### config.mk
export PLATFORM = sky130hd
export DESIGN_NAME = icache_dm
export DESIGN_NICKNAME = d
export VERILOG_FILES = /design/src/rtl/icache_dm.sv
export SDC_FILE = /design/constraint.sdc
export NUM_CORES = 1
export LEC_CHECK = 0
export CAP_MARGIN = 20
export CELL_PAD_IN_SITES_DETAIL_PLACEMENT = 1
export CELL_PAD_IN_SITES_GLOBAL_PLACEMENT = 1
export CORE_ASPECT_RATIO = 1.25
export CORE_MARGIN = 2
export CORE_UTILIZATION = 55
export DETAILED_ROUTE_END_ITERATION = 8
export PLACE_DENSITY = 0.82
export RECOVER_POWER = 100
export SLEW_MARGIN = 5
export SYNTH_ARGS = -nofsm -noshare
export SYNTH_HDL_FRONTEND = slang
export SYNTH_SLANG_ARGS = --single-unit
### constraint.sdc
create_clock -name CLK -period 12.5 [get_ports CLK]
set_input_delay 2.5 -clock CLK [delete_from_list [all_inputs] [get_ports CLK]]
set_output_delay 2.5 -clock CLK [all_outputs]
set_load 0.02 [all_outputs]
### src/rtl/icache_dm.sv
// Direct-mapped, read-only instruction cache. Same-cycle hits; single-word
// refill FSM on the controller's instruction port; saturating hit/miss counters.
module icache_dm #(
  parameter int NSETS = 16
) (
  input  logic        CLK,
  input  logic        nRST,
  input  logic        imemREN,
  input  logic [31:0] imemaddr,
  output logic        ihit,
  output logic [31:0] imemload,
  input  logic        iwait,
  input  logic [31:0] iload,
  output logic        iREN,
  output logic [31:0] iaddr,
  output logic [31:0] hit_cnt,
  output logic [31:0] miss_cnt
);
  localparam int IDXW = $clog2(NSETS);
  localparam int TAGW = 30 - IDXW;

  typedef enum logic {IDLE, FETCH} state_t;

  state_t            state_q, state_d;
  logic [NSETS-1:0]  valid_q;
  logic [TAGW-1:0]   tag_q  [NSETS];
  logic [31:0]       data_q [NSETS];
  logic [29:0]       maddr_q, maddr_d;   // word address of the pending refill
  logic [31:0]       hit_cnt_q, hit_cnt_d;
  logic [31:0]       miss_cnt_q, miss_cnt_d;

  logic [IDXW-1:0]   idx, fidx;
  logic [TAGW-1:0]   atag, ftag;
  logic              hit, fill, miss;

  // byte offset is irrelevant for word fetches
  logic unused_addr_bits;
  assign unused_addr_bits = ^imemaddr[1:0];

  assign idx  = imemaddr[IDXW+1:2];
  assign atag = imemaddr[31:IDXW+2];
  assign fidx = maddr_q[IDXW-1:0];
  assign ftag = maddr_q[29:IDXW];
  assign hit  = imemREN & valid_q[idx] & (tag_q[idx] == atag);

  assign imemload = ihit ? data_q[idx] : '0;
  assign hit_cnt  = hit_cnt_q;
  assign miss_cnt = miss_cnt_q;

  // next-state and outputs; iREN/iaddr depend on registered state only
  always_comb begin
    state_d = state_q;
    maddr_d = maddr_q;
    fill    = 1'b0;
    miss    = 1'b0;
    ihit    = 1'b0;
    iREN    = 1'b0;
    iaddr   = '0;
    case (state_q)
      IDLE: begin
        ihit = hit;
        if (imemREN && !hit) begin
          miss    = 1'b1;
          maddr_d = imemaddr[31:2];
          state_d = FETCH;
        end
      end
      FETCH: begin
        iREN  = 1'b1;
        iaddr = {maddr_q, 2'b00};
        // a returning word is always good, even if the fetch was withdrawn
        if (!iwait) begin
          fill    = 1'b1;
          state_d = IDLE;
        end else if (!imemREN) begin
          state_d = IDLE;
        end
      end
      default: state_d = IDLE;
    endcase
  end

  // saturating counter next values; ihit and miss are mutually exclusive
  always_comb begin
    hit_cnt_d  = hit_cnt_q;
    miss_cnt_d = miss_cnt_q;
    if (ihit && hit_cnt_q != '1)  hit_cnt_d  = hit_cnt_q + 32'd1;
    if (miss && miss_cnt_q != '1) miss_cnt_d = miss_cnt_q + 32'd1;
  end

  // FSM, refill address and counters
  always_ff @(posedge CLK or negedge nRST) begin
    if (!nRST) begin
      state_q    <= IDLE;
      maddr_q    <= '0;
      hit_cnt_q  <= '0;
      miss_cnt_q <= '0;
    end else begin
      state_q    <= state_d;
      maddr_q    <= maddr_d;
      hit_cnt_q  <= hit_cnt_d;
      miss_cnt_q <= miss_cnt_d;
    end
  end

  // frame arrays: refill overwrites the frame at the latched index
  always_ff @(posedge CLK or negedge nRST) begin
    if (!nRST) begin
      valid_q <= '0;
      for (int i = 0; i < NSETS; i++) begin
        tag_q[i]  <= '0;
        data_q[i] <= '0;
      end
    end else if (fill) begin
      valid_q[fidx] <= 1'b1;
      tag_q[fidx]   <= ftag;
      data_q[fidx]  <= iload;
    end
  end

endmodule

==> results, run 1 <==
- The worst clock skew on the final layout is 0.01897 ns.
- The run finished, with violations left.
- By count the netlist is led by dfrtp_1, mux2_2, mux4_2.
- The net count reported at finish is 3230.
- After detailed routing, the number of vias per cell comes to 6.403.
- STA classifies the critical path startpoint as an input port.
- At the placement stage, the worst setup path has a slack of 1.873 ns.
- In this run, distinct cell masters in the synthesized netlist total 56.
- The area of combinational cells with multiple inputs is 20280 sq um.
- The async set-reset flop share out of synthesis is 100.0%.
- TritonCTS built the clock tree.
- The cell row count is 120.
- After filler insertion, the fill cell instance count of the layout stands at 7603.
- The cell internal power dissipation is 7.780 mW.
- Setup repair after global routing left no endpoint under its margin.
- The number of buffers inserted by port buffering is 193.
- The clock group share of total power is 29.6%.
- The slowest cell on the critical path is clkbuf_1.
- The number of global-route vias before repair was 31820.
- Following the worst setup path forward leads to its endpoint at imemload[27].
- The number of maximum-capacitance violations is 38.
- After clock tree synthesis, the clock-pin slew on the worst setup and hold paths is 0.06 ns.
- In this run the biggest area consumer among cell types represents 54.84% of the synthesized area.
- The worst pin sits at a relative slew slack of -363.2%.
- The worst setup path startpoint is imemaddr[3].
- During synthesis, Yosys emitted a total of 0 warnings.
- 198 I/O pins were placed.
- In the post-route analysis, the smallest setup slack over all paths is 1.232 ns.
- Summing every instance area after synthesis gives 47410 sq um.
- The total power after layout is 10.66 mW.
- The fraction of layout cells with a size suffix above 1 is 42.87%.
- The critical path endpoint category is an output port.
- The area added between synthesis and finish is 12.43%.
- The most instantiated library cell after synthesis is dfrtp_1.
- Combinational logic is responsible for 21.7% of the overall power.
- The maximum number of pins on one net before global-route repair is 196.
- The static leakage power is 24.30 nW.
- In this run the critical register-to-register path is captured at data_q[262].
- The transition time of the tightest slew-check pin is 6.948 ns.
- The number of post-CTS setup repair buffers is 0.
- The register cell area after layout is 26000 sq um.
- The reg-to-reg startpoint is state_q.
- The post-place instance area is 50160 sq um.
- In this run the mean area of a mapped cell was 15.42 sq um.
- The clock insertion delay at the later pin of the skew report is 0.68 ns.
- The number of storage elements in the synthesis netlist is 1039.
- The repair_antennas step left the layout with diodes totalling 0.
- No sink is reached through more buffers than the 3 on the longest clock path.
- Synthesis produced a netlist whose cell count is 3075.
- On the worst path, the slowest cell contributes a delay of 0.89 ns.
- Net switching is 27.03% of the power.
- The residual overflow from global routing is 0.
- The cell sitting at the root of the clock tree is a clkbuf_16.
- The number of sinks handled by clock tree synthesis is 1039.
- Buffers inserted to repair hold after CTS numbered 0.
- In the finished design, the share of the clock period the worst path needs comes to 90.14%.
- Dividing the detail-routed wire length by the instance count gives 29.75 um.
- The sum of negative setup slack is 0 ns.
- The post-cts repair resize count is 0.
- The checks that failed: max-capacitance violations, max-slew violations.
- Power spread over the standard cell area amounts to 200.0 nW/um^2.
- The number of cell instances on the worst register-to-register path is 5.
- The achievable frequency is 88.75 MHz.
- The first-pass GRT wire length is 199.7 mm.
- The aggregate global-route resource usage is 29.85%.
- The total number of vias is 27810.
- The relative contribution of sequential cells to total power is 48.7%.
- The H-tree was split into 3 levels.
- Once the floorplan was initialized, standard cells occupied 55.40% of the core.
- The height of the die is 332.3 um.
- dfrtp_1 takes more of the synthesized area than any other cell.
- Setup violations remaining at the end of the flow were counted as 0.
- The total core area is 85580 sq um.
- Data on the critical path arrives at its endpoint at 8.77 ns.
- The post-layout minimum cycle time is 11.27 ns.
- Of all nets on the critical path, the largest fanout is 46.
- The number of max-slew violations in the final report is 1686.
- The floorplan step defined a die boundary enclosing 88580 sq um.
- Detailed placement ended at an HPWL of 72.39 mm.
- The floorplan step set the die width to 266.6 um.
- The critical path data required time is 10.00 ns.
- The smallest hold slack is 0.4705 ns.
- The proportion of synthesized chip area in sequential cells is 54.84%.
- The post-layout instance area is 53300 sq um.
- In the routed design, unresolved DRC markers number 0.
- The number of design-rule violations left by the first detailed-router iteration is 1980.
- The class of the tightest hold or removal check is reg2reg.
- The count of TritonRoute iterations in the first routing pass is 5.
- The number of antenna violations at the first check in global routing came to 6.
- The kind of critical path is in2out.
- In this run the power spent charging and discharging nets is 2.882 mW.
- The count of final hold-check violations is 0.
- Counting flops with a built-in enable in the synthesized netlist gives 0.
- The main flop type after synthesis is dfrtp_1.
- Setup slack on the worst reg-to-reg path comes out at 3.69 ns.
- The sum of routed wire length over all layers is 129.2 mm.
- Buffers inserted during clock tree synthesis total 102.
- Walking the worst path, the cells encountered are buf_4 > buf_4 > mux4_2 > mux2i_1 > mux2i_1 > o21ai_1 > or4_1 > nor4_1 > nand3b_1 > clkbuf_1 > nor2b_1 > dlygate4sd3_1.
- The count of nets left with antenna violations once routing finished came out at 0.
- By area the synthesized netlist is led by dfrtp_1, mux2_2, mux4_2.
- The congestion estimate from routability-driven global placement came to 0.7962.
- The worst ir drop on vdd is 0.1468 mV.
==> power groups by stage <==
stage	registers, mW	logic, mW	clock network, mW
3_5_place_dp	5.21	2.30	0
2_1_floorplan	4.93	1.79	0
6_report	5.20	2.31	3.15
3_3_place_gp	5.03	2.15	0
5_1_grt	5.33	2.48	3.33
4_1_cts	5.18	2.35	3.20
==> placed cells by master, fill, tap and decap left out, types with 26 or more instances in the layout <==
cell type	count
dfrtp_1	1039
mux2_2	941
mux4_2	252
dlygate4sd3_1	104
clkbuf_16	102
clkdlybuf4s50_1	84
xor2_1	60
clkbuf_1	54
mux2i_1	52
nand2_1	49
nor2b_1	48
nand3_1	37
nor3_1	32
and3_1	29
nor2_1	26
mux2_1	26
==> routing by layer <==
metal  part of all wire, %  track usage, %  vias up
met5                 0.057               0        -
met4                   2.6           8.869       10
met3                   4.4           4.241      228
met2                    52           52.05      709
met1                    41           38.86    15360
li1                      -               -    11500
==> state kept, by name (all words and copies together), names as in the netlist <==
signal	cells
miss_cnt	32
valid_q	16
hit_cnt	32
tag_q	416
data_q	512
maddr_q	30
state_q	1
==> worst min path at each step <==
stage                     start           to  slack, ns  cells after the start
CTS                  valid_q[9]   valid_q[9]       0.47                      1
global placement     valid_q[6]   valid_q[6]       0.44                      1
floorplan           valid_q[10]  valid_q[10]       0.43                      1
detailed placement  valid_q[11]  valid_q[11]       0.46                      1
finish               valid_q[9]   valid_q[9]       0.47                      1
global route        valid_q[12]  valid_q[12]       0.50                      1
==> metrics by stage <==
step	cells	util [%]
finish	4343	62.28
global route	4343	62.28
CTS	4341	62.58
detailed placement	4152	58.61
global placement	4152	58.61
floorplan	3076	-
==> worst max-delay path: cells and delay by family <==
family                 cells  cell delay (ns)
buffers and inverters      4             2.75
AND/OR/NAND/NOR            4             2.18
multiplexers               3             1.12
AO/OA/AOI/OAI              1             0.12
==> cells by family after synthesis <==
family / share of synthesized area (%)
XOR/XNOR: 1.478
flip-flops: 54.84
multiplexers: 36.04
AO/OA/AOI/OAI: 1.058
other: 0.007910
buffers and inverters: 2.325
AND/OR/NAND/NOR: 4.201
adder cells (fa/ha/maj): 0.05277
==> final cells by class <==
type	instances	area share, %
Clock buffer	151	5.528
Clock inverter	38	0.8591
Inverter	9	0.06573
Multi-Input combinational cell	1772	38.04
Sequential cell	1039	48.78
Tap cell	1098	2.577
Timing Repair Buffer	236	4.150
Note: power is estimated with default switching activity, not from simulation.
==> run 2: changes to the inputs <==
Settings changed: CORE_UTILIZATION 55 to 49, DONT_BUFFER_PORTS set to 1, PLACE_DENSITY 0.82 to 0.74, SETUP_SLACK_MARGIN set to 0.02.
Clock period 12.5 ns to 10 ns, I/O delays scaled along.
==> results, run 2 (synthesis results as in run 1) <==
- The count of final hold-check violations is 0.
- The final route contains 26700 vias.
- The startpoint type of the worst setup path is a flip-flop.
- For this run, the share of the core covered by cells in the final layout is 54.10%.
- The maximum number of pins on one net before global-route repair is 1040.
- Setup repair after global routing left no endpoint under its margin.
- Dividing the detail-routed wire length by the instance count gives 28.95 um.
- Subtracting the final worst setup slack from the clock period gives 8.444 ns.
- After global routing the overflow that remains totals 0.
- The most common cell after layout, fill and taps aside is dfrtp_1.
- The clock net in this run drives a total of 1039 sinks.
- For this design the ratio of total power to cell area is 257.1 nW/um^2.
- Data on the critical path arrives at its endpoint at 8.98 ns.
- The critical path data required time is 10.54 ns.
- data_q holds more flip-flops than any other register.
- The clock passes through at most 3 buffers.
- From synthesis to final layout, the design area changed by 9.519%.
- Counting the buffers created by CTS gives 105.
- In this run the horizontal extent of the chip is 282.2 um.
- The critical path endpoint category is a flip-flop.
- The net count reported at finish is 3028.
- The clock-pin slew on the worst setup and hold paths is 0.06 ns.
- The tightest min-delay check is of the reg2reg type.
- The register with the most flip-flops in the layout has 512 of them.
- The number of antenna violations at the first check in global routing came to 2.
- The number of post-CTS setup repair buffers is 0.
- For this run, design rule violations remaining after detail routing come to 0.
- Wires add up to 125.5 mm.
- The setup check on the worst reg-to-reg path leaves a slack of 1.56 ns.
- The static leakage power is 23.46 nW.
- The deepest level of the CTS H-tree is 3.
- The first global-routing pass estimated 191.9 mm of wire.
- The number of hold buffers added after CTS was 0.
- The number of global-route vias before repair came to 30380.
- The cell at the root of the clock tree is clkbuf_16.
- The count of buffers added on input and output ports is 0.
- The die covers 99270 sq um.
- The post-cts repair resize count is 0.
- The achievable frequency is 118.4 MHz.
- 0 antenna diodes ended up in the layout.
- The clock arrives with 0.02698 ns of skew.
- Setup slack closes at 1.556 ns.
- The tool flagged a number of max-cap violations equal to 30.
- The top fanout value on the critical path is 35.
- In the finished design, the share of the clock period the worst path needs comes to 84.44%.
- The total core area is 95980 sq um.
- The post-layout instance area is 51920 sq um.
- The floorplan has 127 rows.
- The final reports fail on max-capacitance violations, max-slew violations.
- TritonCTS built the clock tree.
- Dividing the detail-routed via count by the number of cells gives 6.160.
- After detailed placement, the design holds a cell count of 4135.
- The number of max-slew violations in the final report is 1496.
- The transition time of the tightest slew-check pin is 4.866 ns.
- At the later pin of the worst-skew pair, clock insertion delay measures 0.68 ns.
- In this run the vertical extent of the chip is 351.8 um.
- The worst ir drop on vdd is 0.1536 mV.
- The number of endpoints failing setup at the final stage is 0.
- The number of ports placed on the die boundary is 198.
- The wire-length estimate of the detail-placed layout is 67.31 mm.
- Global routing consumed, over all layers together, 25.73% of the routing resources.
- The run finished, with violations left.
- The worst slack at placement is 2.265 ns.
- In the final layout, the share of cells above drive strength 1 is 46.58%.
- In the layout the commonest cells are dfrtp_1, mux2_2, mux4_2.
- The largest registers in the layout are data_q: 512 flops, tag_q: 416 flops.
- The final standard cell count with taps included and fillers excluded is 4334.
- Across all hold checks on the routed design, the worst slack comes to 0.4652 ns.
- The headroom to the max-slew limit is -225.2%.
- Once the floorplan was initialized, standard cells occupied 49.40% of the core.
- The worst setup path is of the reg2reg kind.
- The number of design-rule violations left by the first detailed-router iteration is 1709.
- The weighted congestion at the end of routability-driven global placement is 0.7558.
- The post-place instance area is 48300 sq um.
- Before antenna repair, the detailed router went through 5 iterations.
- The total power after layout is 13.35 mW.
- The count of nets left with antenna violations once routing finished came out at 0.
- After routing, the total negative slack on setup checks comes to 0 ns.
## run 2: cell types whose count changed in the layout (fill, tap and decap cells not counted), sizes merged, moves of 2 or more
cell and change:
bufinv +4, inv -2, buf -11, clkdlybuf4s50 -84, clkinv -2, dlygate4sd3 -104
## run 2: cell type report
class                   count  area (sq um)
fillers                  8866         44050
multi-input cells        1772         20310
repair buffers             31         216.5
inverters                   9         35.03
clock inverters            37         531.8
well taps                1290          1614
flip-flops and latches   1039         26000
clock buffers             156          3214
## run 2: metal layers
layer	track usage (%)	up-vias	share of wire [%]	routed length (um)
li1	-	11110	-	-
met1	33.56	14860	41	51910
met2	44.41	530	51	64250
met3	4.041	199	4.7	5953
met4	7.775	0	2.7	3339
met5	0	-	0	0
## run 2: path summary, 6_finish.rpt
path	from	end	depth (start not counted)
worst min register to register	valid_q[11]	valid_q[11]	1
worst min-delay path	valid_q[11]	valid_q[11]	1
worst max register to register	state_q	data_q[261]	6
worst max-delay path	state_q	data_q[261]	6
min in group asynchronous	nRST	tag_q[370]	0
max in group asynchronous	nRST	data_q[106]	3
## run 2: where the power goes
part | internal, mW | total (mW) | switching (mW) | leakage [nW]
clock network | 2.55 | 4.23 | 1.68 | 1.85
logic | 1.77 | 2.65 | 0.880 | 8.16
registers | 5.62 | 6.47 | 0.852 | 13.4
total | 9.94 | 13.3 | 3.41 | 23.5
## run 2: critical path, cell delays in order (launching register included)
cell	delay, ns
dfrtp_2	0.35
clkbuf_1	1.90
nand4b_1	0.66
nor2b_4	0.23
clkbuf_1	2.04
clkbuf_1	2.58
mux2_2	0.50
==> run 3: changes to the inputs <==
Clock period 10 ns to 7.6 ns, I/O delays scaled along.
==> results, run 3 (synthesis results as in run 1) <==
- The run finished, with violations left.
- The checks that failed: max-capacitance violations, max-slew violations.
- For this run, the detailed router's first-pass iteration total came to 5.
- The static leakage power is 23.42 nW.
- The post-route netlist has 46.95% of its cells at a drive strength greater than 1.
- The kind of critical path is in2out.
- The power per standard cell area is 333.2 nW/um^2.
- Along the worst path, the maximum fanout reaches 239.
- Counting tap cells, the placed design contains a total of 4139 instances.
- Derived from the worst setup path, the maximum achievable clock frequency is 146.4 MHz.
- In the final design database the tool counted 3031 nets.
- The final worst setup slack is 0.7711 ns.
- The deepest level of the CTS H-tree is 3.
- The worst setup path is captured at an output port.
- The headroom to the max-slew limit is -182.7%.
- The post-layout minimum cycle time is 6.829 ns.
- For this design the top-level I/O count stands at 198.
- The number of design-rule violations left by the first detailed-router iteration is 1876.
- The cts-stage hold buffer count is 0.
- The number of sinks handled by clock tree synthesis is 1039.
- The count of final hold-check violations was 0.
- The library cells used most frequently in the layout, excluding fill and tap cells, are dfrtp_1, mux2_2, mux4_2.
- Entering global routing, the biggest net connects 1040 pins.
- Timing analysis after detailed placement gives a worst setup slack of 0.9463 ns.
- The aggregate global-route resource usage is 25.38%.
- The total power after layout is 17.24 mW.
- The count of cells in the finished layout, fillers not included, comes to 4336.
- The startpoint type of the worst setup path is an input port.
- Across the routed clock network, the largest skew measured is 0.03232 ns.
- The area growth from synthesis to layout is 9.123%.
- The first-pass GRT wire length is 189.5 mm.
- The number of gates resized after CTS was 0.
- The register with the most flip-flops in the layout has 512 of them.
- The sum of routed wire length over all layers is 123.6 mm.
- The floorplan has 127 rows.
- The total core area is 95980 sq um.
- The post-route DRC violation count is 0.
- Setup repair after global routing left no endpoint under its margin.
- The class of the tightest hold or removal check is reg2reg.
- The layout has 8879 filler cells.
- The number of global-route vias before repair is 30230.
- At the end of routability-driven placement, the weighted congestion stood at 0.7656.
- The initial cell density of the core is 49.40%.
- In this run the post-CTS setup repair buffer count came out at 0.
- The number of vias per cell after detailed routing is 6.135.
- The most common cell after layout, fill and taps aside is dfrtp_1.
- TritonCTS built the clock tree.
- In the final timing run, aggregate negative setup slack is 0 ns.
- The number of antenna violations at the first check in global routing is 3.
- At the pin with the least slew margin, the transition time is 4.241 ns.
- The largest register by flop count is data_q.
- The remaining antenna violation count after routing is 0.
- Summing over every cut layer, the via total after detailed routing is 26600.
- The HPWL reported at the end of detailed placement is 67.47 mm.
- From left edge to right edge, the die measures 282.2 um.
- The largest registers in the layout are data_q: 512 flops, tag_q: 416 flops.
- Setup violations remaining at the end of the flow were counted as 0.
- The clock-pin slew on the worst setup and hold paths is 0.06 ns.
- At the worst endpoint, the arrival time is 5.31 ns.
- Dividing the final minimum period by the clock period gives 89.85%.
- The cell at the root of the clock tree is clkbuf_16.
- The total die area is 99270 sq um.
- The number of maximum-capacitance violations is 27.
- The worst ir drop on vdd is 0.2234 mV.
- The number of max-slew violations in the final report came to 1295.
- STA puts the critical path data required time at 6.08 ns.
- The number of buffers inserted by port buffering is 0.
- The number of antenna diodes in the final layout is 0.
- In this run, CTS created clock tree buffers numbering 103.
- The buffer levels on the longest clock path is 3.
- The routed length per instance is 28.51 um.
- The residual overflow from global routing is 0.
- The floorplan step set the die height to 351.8 um.
- The worst reg-to-reg setup slack is 0.86 ns.
- The later pin in the worst-skew pair is clocked with a latency of 0.69 ns.
-- run 3: layer usage --
| metal | global-route usage (%) | vias up | part of all wire, % |
|---|---|---|---|
| li1 | - | 11110 | - |
| met1 | 32.90 | 14780 | 41 |
| met2 | 44.18 | 518 | 51 |
| met3 | 4.187 | 189 | 4.8 |
| met4 | 7.083 | 0 | 2.6 |
| met5 | 0 | - | 0 |
-- run 3: final timing paths --
path                        startpoint      endpoint  depth (start not counted)
max                        imemaddr[4]   imemload[2]                          9
min                         valid_q[5]    valid_q[5]                          1
max reg2reg                    state_q    data_q[25]                          6
min reg2reg                 valid_q[5]    valid_q[5]                          1
max in group asynchronous         nRST  miss_cnt[26]                          3
min in group asynchronous         nRST    tag_q[344]                          0
-- run 3: power by group --
| part | switching, mW | total [mW] | internal, mW | leakage [nW] |
|---|---|---|---|---|
| logic | 1.14 | 3.46 | 2.32 | 8.22 |
| registers | 1.11 | 8.51 | 7.40 | 13.4 |
| clock network | 2.21 | 5.27 | 3.06 | 1.75 |
-- run 3: layout make-up --
type	count	area [sq um]	area share, %
clock buffers	152	3093	5.978
clock inverters	38	432.9	0.8368
inverters	9	35.03	0.06772
multi-input cells	1772	20290	39.21
flip-flops and latches	1039	26000	50.26
well taps	1290	1614	3.120
repair buffers	36	274.0	0.5296
-- run 3: critical path, stage by stage --
cell and delay [ns]:
mux4_2 0.50, mux4_2 0.49, xnor2_1 0.54, o21ai_0 0.19
or4_1 0.58, nor4_1 0.49, nand3b_1 0.19, buf_4 0.31
nor2b_1 0.43
-- run 3: metrics by stage --
| stage | util (%) | area (sq um) | hold slack, ns |
|---|---|---|---|
| after floorplan | - | 47410 | 0.4287 |
| after global placement | 50.34 | 48320 | 0.4436 |
| after detailed placement | 50.34 | 48320 | 0.4522 |
| after CTS | 54.02 | 51840 | 0.4705 |
| after global routing | 53.90 | 51740 | 0.4869 |
| final | 53.90 | 51740 | 0.4663 |
